`src/rtl/vga_pkg.sv`:
```
// Shared types and timing helpers for the VGA raster generator.
// Defaults describe 800x600@60 (40 MHz pixel clock).
package vga_pkg;

  typedef enum logic [1:0] {
    PH_ACTIVE = 2'd0,
    PH_FRONT  = 2'd1,
    PH_SYNC   = 2'd2,
    PH_BACK   = 2'd3
  } phase_t;

  localparam int DEF_H_ACTIVE = 800;
  localparam int DEF_H_FP     = 40;
  localparam int DEF_H_SYNC   = 128;
  localparam int DEF_H_BP     = 88;
  localparam int DEF_V_ACTIVE = 600;
  localparam int DEF_V_FP     = 1;
  localparam int DEF_V_SYNC   = 4;
  localparam int DEF_V_BP     = 23;

  function automatic int axis_total(
    input int act,
    input int fp,
    input int sync,
    input int bp
  );
    return act + fp + sync + bp;
  endfunction

  function automatic int count_width(input int total);
    int w;
    w = 1;
    while ((1 << w) < total) w++;
    return w;
  endfunction

endpackage

```
`src/rtl/vga_timing_gen_axis_counter.sv`:
```
// One raster axis: position counter plus a four-phase region tracker.
// wrap fires on the step that leaves BACK and returns to position 0.
module vga_axis_counter
  import vga_pkg::*;
#(
  parameter int ACTIVE = 4,
  parameter int FP     = 1,
  parameter int SYNC   = 1,
  parameter int BP     = 1,
  parameter int W      = 3
) (
  input  logic         clk,
  input  logic         rst_n,
  input  logic         step,
  output logic [W-1:0] count,
  output phase_t       phase,
  output logic         wrap
);

  localparam logic [W-1:0] A_LAST = W'(ACTIVE - 1);
  localparam logic [W-1:0] F_LAST = W'(FP - 1);
  localparam logic [W-1:0] S_LAST = W'(SYNC - 1);
  localparam logic [W-1:0] B_LAST = W'(BP - 1);

  logic [W-1:0] in_cnt;
  logic [W-1:0] last_idx;
  phase_t       next_phase;
  logic         at_last;

  always_comb begin
    last_idx   = A_LAST;
    next_phase = PH_FRONT;
    unique case (phase)
      PH_ACTIVE: begin
        last_idx   = A_LAST;
        next_phase = PH_FRONT;
      end
      PH_FRONT: begin
        last_idx   = F_LAST;
        next_phase = PH_SYNC;
      end
      PH_SYNC: begin
        last_idx   = S_LAST;
        next_phase = PH_BACK;
      end
      PH_BACK: begin
        last_idx   = B_LAST;
        next_phase = PH_ACTIVE;
      end
    endcase
  end

  assign at_last = (in_cnt == last_idx);
  assign wrap    = step && at_last && (phase == PH_BACK);

  always_ff @(posedge clk or negedge rst_n) begin
    if (!rst_n) begin
      count  <= '0;
      in_cnt <= '0;
      phase  <= PH_ACTIVE;
    end else if (step) begin
      count <= wrap ? '0 : count + W'(1);
      if (at_last) begin
        in_cnt <= '0;
        phase  <= next_phase;
      end else begin
        in_cnt <= in_cnt + W'(1);
      end
    end
  end

endmodule

```
`src/rtl/vga_timing_gen.sv`:
```
// Parametrised VGA raster timing generator with pixel enable.
// Outputs are registered decodes of the position held in the axis counters.
module vga_timing_gen
  import vga_pkg::*;
#(
  parameter int H_ACTIVE = DEF_H_ACTIVE,
  parameter int H_FP     = DEF_H_FP,
  parameter int H_SYNC   = DEF_H_SYNC,
  parameter int H_BP     = DEF_H_BP,
  parameter int V_ACTIVE = DEF_V_ACTIVE,
  parameter int V_FP     = DEF_V_FP,
  parameter int V_SYNC   = DEF_V_SYNC,
  parameter int V_BP     = DEF_V_BP,
  parameter bit HS_POL   = 1'b1,
  parameter bit VS_POL   = 1'b1,
  parameter int XW       = 11,
  parameter int YW       = 10
) (
  input  logic          clk,
  input  logic          rst_n,
  input  logic          en,
  output logic          hsync,
  output logic          vsync,
  output logic          de,
  output logic [XW-1:0] x,
  output logic [YW-1:0] y,
  output logic          sol,
  output logic          sof
);

  localparam int H_TOTAL = axis_total(H_ACTIVE, H_FP, H_SYNC, H_BP);
  localparam int V_TOTAL = axis_total(V_ACTIVE, V_FP, V_SYNC, V_BP);

  if ((1 << XW) < H_TOTAL) begin : g_xw_err
    $error("XW too narrow for H_TOTAL");
  end
  if ((1 << YW) < V_TOTAL) begin : g_yw_err
    $error("YW too narrow for V_TOTAL");
  end
  if (H_ACTIVE < 1 || H_FP < 1 || H_SYNC < 1 || H_BP < 1 ||
      V_ACTIVE < 1 || V_FP < 1 || V_SYNC < 1 || V_BP < 1) begin : g_len_err
    $error("all timing widths must be at least 1");
  end

  logic [XW-1:0] h_count;
  logic [YW-1:0] v_count;
  phase_t        h_phase;
  phase_t        v_phase;
  logic          h_wrap;
  logic          v_wrap;
  logic          line_start;
  logic          frame_start;

  vga_axis_counter #(
    .ACTIVE(H_ACTIVE),
    .FP    (H_FP),
    .SYNC  (H_SYNC),
    .BP    (H_BP),
    .W     (XW)
  ) u_h (
    .clk  (clk),
    .rst_n(rst_n),
    .step (en),
    .count(h_count),
    .phase(h_phase),
    .wrap (h_wrap)
  );

  vga_axis_counter #(
    .ACTIVE(V_ACTIVE),
    .FP    (V_FP),
    .SYNC  (V_SYNC),
    .BP    (V_BP),
    .W     (YW)
  ) u_v (
    .clk  (clk),
    .rst_n(rst_n),
    .step (h_wrap),
    .count(v_count),
    .phase(v_phase),
    .wrap (v_wrap)
  );

  // line_start/frame_start flag that the held position is x==0 / (0,0)
  always_ff @(posedge clk or negedge rst_n) begin
    if (!rst_n) begin
      hsync       <= !HS_POL;
      vsync       <= !VS_POL;
      de          <= 1'b0;
      x           <= '0;
      y           <= '0;
      sol         <= 1'b0;
      sof         <= 1'b0;
      line_start  <= 1'b1;
      frame_start <= 1'b1;
    end else if (en) begin
      hsync       <= (h_phase == PH_SYNC) ? HS_POL : !HS_POL;
      vsync       <= (v_phase == PH_SYNC) ? VS_POL : !VS_POL;
      de          <= (h_phase == PH_ACTIVE) && (v_phase == PH_ACTIVE);
      x           <= h_count;
      y           <= v_count;
      sol         <= line_start;
      sof         <= frame_start;
      line_start  <= h_wrap;
      frame_start <= v_wrap;
    end else begin
      sol <= 1'b0;
      sof <= 1'b0;
    end
  end

endmodule

```
`config.mk`:
```
export PLATFORM = sky130hd
export DESIGN_NAME = vga_timing_gen
export DESIGN_NICKNAME = d
export VERILOG_FILES = /design/src/rtl/vga_pkg.sv /design/src/rtl/vga_timing_gen_axis_counter.sv /design/src/rtl/vga_timing_gen.sv
export SDC_FILE = /design/constraint.sdc
export NUM_CORES = 1
export LEC_CHECK = 0
export CAP_MARGIN = 10
export CORE_UTILIZATION = 30
export DETAILED_ROUTE_END_ITERATION = 8
export PLACE_DENSITY = 0.44
export REMOVE_ABC_BUFFERS = 1
export SYNTH_ARGS = -nofsm -noshare
export SYNTH_HDL_FRONTEND = slang
export SYNTH_SLANG_ARGS = --single-unit
```
`constraint.sdc`:
```
create_clock -name clk -period 3.9 [get_ports clk]
set_input_delay 0.585 -clock clk [delete_from_list [all_inputs] [get_ports clk]]
set_output_delay 0.585 -clock clk [all_outputs]
set_load 0.01 [all_outputs]
```
# After elaboration in Yosys (flattened, before gate mapping)

Index checks and enable logic that the tools add are counted.

Equality and inequality tests: 8
$add $sub $neg: 4
Reduce and logical (&&, ||, !) cells: 9
Muxes and demuxes: 12

Operator list:

| cell                                                                  | count |
|---|---|
| 11-bit case mux with 4 select lines                                   | 1 |
| 10-bit case mux with 4 select lines                                   | 1 |
| 11-bit by 1-bit adder with 11-bit output, second input constant       | 2 |
| 11-bit 2-to-1 mux                                                     | 2 |
| 10-bit by 1-bit adder with 10-bit output, second input constant       | 2 |
| 10-bit 2-to-1 mux                                                     | 2 |
| 2-bit case mux with 4 select lines                                    | 2 |
| 11-bit equality test                                                  | 1 |
| 10-bit equality test                                                  | 1 |
| 2-bit equality test, second input constant                            | 4 |
| 1-bit logical AND                                                     | 5 |
| 2-bit by 1-bit equality test with 1-bit output, second input constant | 2 |
| 2-bit logical NOT                                                     | 2 |
| 1-bit 2-to-1 mux                                                      | 4 |
| 2-bit AND reduction                                                   | 2 |

Flip-flop bits (word level): 74
Logic and storage cells: 48

# Longest topological paths before layout

Depth in word-level cells: 8
Depth in mapped cells: 9
Gate-level depth less buffers: 7

# Cells and area by module

A second synthesis with hierarchy kept.

Cell total of the unflattened synthesis: 307
Area total of the unflattened synthesis: 3634.7 sq um

By module, submodules not included:

| module                  | times used | cells an instance | area each (sq um) |
|---|---|---|---|
| vga_axis_counter at u_h | 1          | 128               | 1298.7 |
| vga_axis_counter at u_v | 1          | 115               | 1202.4 |
| vga_timing_gen          | 1          | 64                | 1133.6 |

# Worst setup path after synthesis

OpenSTA, ideal clock, no wires.

Path kind: reg-to-reg
Start point: register u_h.phase[0]
End point: register u_v.in_cnt[8]
Cell stages (with the launch flop): 9
Data arrival time: 2.167 ns
Period minus slack after synthesis: 2.233 ns
Slack: 1.667 ns
Path through: dfrtp_1 > inv_1 > ha_1 > xnor2_1 > nand2_1 > or3_4 > buf_6 > or4_1 > nand2_1

Word-level cells in the longest chain between the ends: 5
Elaborated cells between the ends (all ways): 8

Ends and longest elaborated chain:

| element                                     | line                              | RTL |
|---|---|---|
| start, declared                             | vga_timing_gen_axis_counter.sv:16 | `output phase_t phase,` |
| start signal, assigned                      | vga_timing_gen_axis_counter.sv:65 | `phase <= next_phase;` |
| 2-bit equality test (tied with other cells) | vga_timing_gen_axis_counter.sv:33 | `unique case (phase)` |
| 11-bit case mux with 4 select lines *       | vga_timing_gen_axis_counter.sv:33 |  |
| via u_h.last_idx[5]                         | vga_timing_gen_axis_counter.sv:26 | `logic [W-1:0] last_idx;` |
| 11-bit equality test *                      | vga_timing_gen_axis_counter.sv:53 | `assign at_last = (in_cnt == last_idx);` |
| 1-bit logical AND * (2 in series)           | vga_timing_gen_axis_counter.sv:54 | `assign wrap = step && at_last && (phase == PH_BACK);` |
| end signal, assigned                        | vga_timing_gen_axis_counter.sv:67 | `in_cnt <= in_cnt + W'(1);` |
| end, declared                               | vga_timing_gen_axis_counter.sv:25 | `logic [W-1:0] in_cnt;` |

Mark *: on every way through the listed nets, which the timed path passes. The rest lies on a longest branch. The select of a mux whose other input is x is not followed.
A chain may end at the register's enable or synchronous reset.

# Worst setup path in the final report

Start point: register u_v.phase[0]
End point: register u_v.phase[1]

Elaborated cells between the ends (all ways): 8

RTL lines:

| element                                     | line                              | RTL |
|---|---|---|
| start, declared                             | vga_timing_gen_axis_counter.sv:16 |  |
| start signal, assigned                      | vga_timing_gen_axis_counter.sv:65 |  |
| 2-bit equality test (tied with other cells) | vga_timing_gen_axis_counter.sv:33 |  |
| 2-bit case mux with 4 select lines *        | vga_timing_gen_axis_counter.sv:33 |  |
| via u_v.next_phase[1]                       | vga_timing_gen_axis_counter.sv:27 | `phase_t next_phase;` |

Marked as above.

==> impl_metrics.csv <==
group,metric,value,unit
cts,ctsHoldBuffers,0,
worst_setup_path,worst-r2r-cell-count,7,
power,power.total,2.37,mW
route,vias,2456,
sta,final_hold_viol_count,0,
die,dieArea,12500,um^2
cells_and_area,drive_gt1_share,17.7,%
cts,h-tree-depth,3,
worst_setup_path,r2r_end,"u_v.phase[1]",
worst_setup_path,reg2reg_slack,1.43,ns
yosys,synthTopCellsByArea,"dfrtp_1 (50%), mux2_2 (7.8%), ha_1 (4.5%), xnor2_1 (3.2%), nor2_1 (2.7%)",
cts,cts_setup_buffers,0,
yosys,yosys.cell_types.count,50,
yosys,yosysWarnings,0,
cells_and_area,mostFrequentLayoutCell,"dfrtp_1",
sta,relSlewSlack,36.5,%
global_route,grt_pass1_vias,2530,
die,pin_count,29,
cells_and_area,final_cell_mix,"dfrtp_1 (72), nor2_1 (26), clkdlybuf4s50_1 (26), mux2_2 (25), nand2_1 (24)",
route,routed_wl,7410,um
sta,tns,0,ns
global_route,grt_max_degree,75,
route,via_per_inst,4.87,
yosys,synth_edf_count,0,
route,dr.first_iter.drc_count,106,
worst_setup_path,rr_startpoint,"u_v.phase[0]",
die,start_util,31.2,%
yosys,yosys.area.top_type,"dfrtp_1",
cts,clock-sinks,74,
sta,period_share,63.4,%
yosys,syn-instance-count,324,
cts,clockBufferDepth,2,
yosys,synth-seq-cells,74,
sta,finalSetupViolations,0,
die,die_w,112,um
worst_setup_path,crit_type,"reg -> reg",
route,wl_per_cell,14.7,um
die,rows,39,
cells_and_area,utilization,37.6,%
place,port_buffers,28,
place,gp_congestion,0.749,
worst_setup_path,arrival,2.70,ns
power,power.leakage,1.89,nW
yosys,seq_area_frac_synth,51.5,%
yosys,syn_area,3600,um^2
yosys,syn_area_per_cell,11.1,um^2
sta,fin_crit,2.47,ns
worst_setup_path,critPathTopFamily,"simple AND/OR/NAND/NOR gates",
die,fp.coreArea,11600,um^2
status,failed_checks,"DRC",
job,maxCapViolCount,0,
worst_setup_path,endpoint_kind,"register",
yosys,ys_async_sr_fraction,100,%
global_route,overflow,0,
cells_and_area,areaGrowthSynthToFinish,20.8,%
route,final_antenna_net_count,0,
worst_setup_path,worstPathMaxFanout,9,
sta,tightest_slew,0.953,ns
cts,clk_latency,0.34,ns
power,peakVddDrop,0.189,mV
global_route,grtUsageTotal,13.3,%
cells_and_area,antenna_cells,0,
route,firstDrtPassIters,6,
cells_and_area,nNetsFinal,372,
power,power_density,545,nW/um^2
worst_setup_path,max_stage_delay,0.59,ns
die,die_y,112,um
place,hpwl,4910,um
cts,clk_root_buffer_cell,"clkbuf_16",
cts,clk_pin_slew_worst_paths,0.06,ns
cts,post_cts_resized,0,
worst_setup_path,slowest_stage,"nor4_4",
yosys,synth_top_area_share,50.0,%
sta,clock_skew,0.00583,ns
worst_setup_path,crit_chain,"inv_1 > ha_1 > and3b_1 > o22ai_1 > nor4_4 > nand2_1 > mux2_2",
cts,cts_inserted_buffers,9,
global_route,antenna_found_initial,0,
route,remaining_drc_errors,4,
status,status,"finished with violations",
worst_setup_path,critPathLaunchType,"register",
worst_hold_path,hold_path.class,"in -> async",
sta,maxSlewViolCount,0,
sta,fmax,405,MHz
sta,rsz0062_at_grt,"no",
worst_setup_path,crit_buf_inv,1,
cts,cts_tree,"built",
worst_setup_path,required,4.13,ns
global_route,grt_pass1_wl,12900,um
yosys,ys.flop_type,"dfrtp_1",
==> synth_stat cells (2+ instances only) <==
cell and count:
clkbuf_1 6, a21o_1 4, xnor2_1 13, nor2_1 26, nand3_1 17, nand2_1 24
nand4_1 9, a21bo_2 2, or4_1 2, o31ai_1 7, a22o_1 2, a31o_2 2
a21oi_1 4, dfstp_2 2, nand2b_1 4, dfrtp_1 72, and2_1 2, or2_2 2
mux2_2 25, o2bb2ai_1 3, a2bb2oi_1 7, o21ai_0 14, inv_1 13, nor4_1 2
ha_1 13, or4_4 2, xor2_1 10, nor3_1 5, and3_1 9
==> registers in the layout, summed over array words and instances (netlist names) <==
register / count
sof: 1
u_v.in_cnt: 10
u_v.count: 10
vsync: 1
hsync: 1
frame_start: 1
y: 10
u_h.count: 11
u_h.phase: 2
x: 11
line_start: 1
u_h.in_cnt: 11
de: 1
u_v.phase: 2
sol: 1
==> layout make-up <==
class	count	area, um^2
Sequential cell	74	1850
Multi-Input combinational cell	227	1650
Clock inverter	3	45.0
Clock buffer	13	280
Fill cell	1158	7210
Timing Repair Buffer	30	288
Inverter	14	52.6
Tap cell	143	179
==> per-stage QoR <==
step           setup WS [ns]  hold slack (ns)  area [um^2]  instances
6_report                1.43            0.400         4350        504
5_1_grt                 1.23            0.474         4350        504
4_1_cts                 1.44            0.447         4350        504
3_5_place_dp            1.46            0.460         4030        488
3_3_place_gp            1.48            0.463         4030        488
2_1_floorplan           1.60            0.289         3560        315
==> worst reg2reg max path, stage by stage, from the launching register on <==
cell,delay [ns]
dfrtp_1,0.41
inv_1,0.12
ha_1,0.34
and3b_1,0.22
o22ai_1,0.20
nor4_4,0.59
nand2_1,0.19
mux2_2,0.30
==> cell families after synthesis <==
family | synth area share (%)
simple gates | 17.9
flops | 51.5
compound gates | 9.79
mux | 8.09
xor+xnor | 5.59
buf+inv | 2.64
fa+ha+maj | 4.51
==> how the worst max path moves through the flow <==
stage | startpoint | endpoint | slack (ns) | cells past startpoint
6_report | u_v.phase[0] | u_v.phase[1] | 1.43 | 7
5_1_grt | u_h.phase[0] | u_v.in_cnt[9] | 1.23 | 7
4_1_cts | u_v.phase[0] | u_v.phase[1] | 1.44 | 7
3_5_place_dp | u_v.phase[0] | u_v.phase[1] | 1.46 | 7
3_3_place_gp | u_h.phase[0] | u_v.in_cnt[4] | 1.48 | 7
2_1_floorplan | u_h.phase[0] | u_v.phase[1] | 1.60 | 7
==> power by group <==
part | leakage (nW) | internal (mW) | switching (mW) | total, mW
logic | 0.838 | 0.240 | 0.239 | 0.480
registers | 0.898 | 0.887 | 0.129 | 1.02
clock network | 0.154 | 0.565 | 0.314 | 0.879
==> routing by layer <==
metal  vias up  wire [um]  share of wire [%]  track usage (%)
met2        24       3440                 46             20.3
met4         0        106                1.4             4.86
met1      1212       3630                 49             17.5
met3         7        232                3.1             4.63
met5         -          0                  0                0
li1       1213          -                  -                -
No activity file was read; power rests on OpenSTA's default activity.
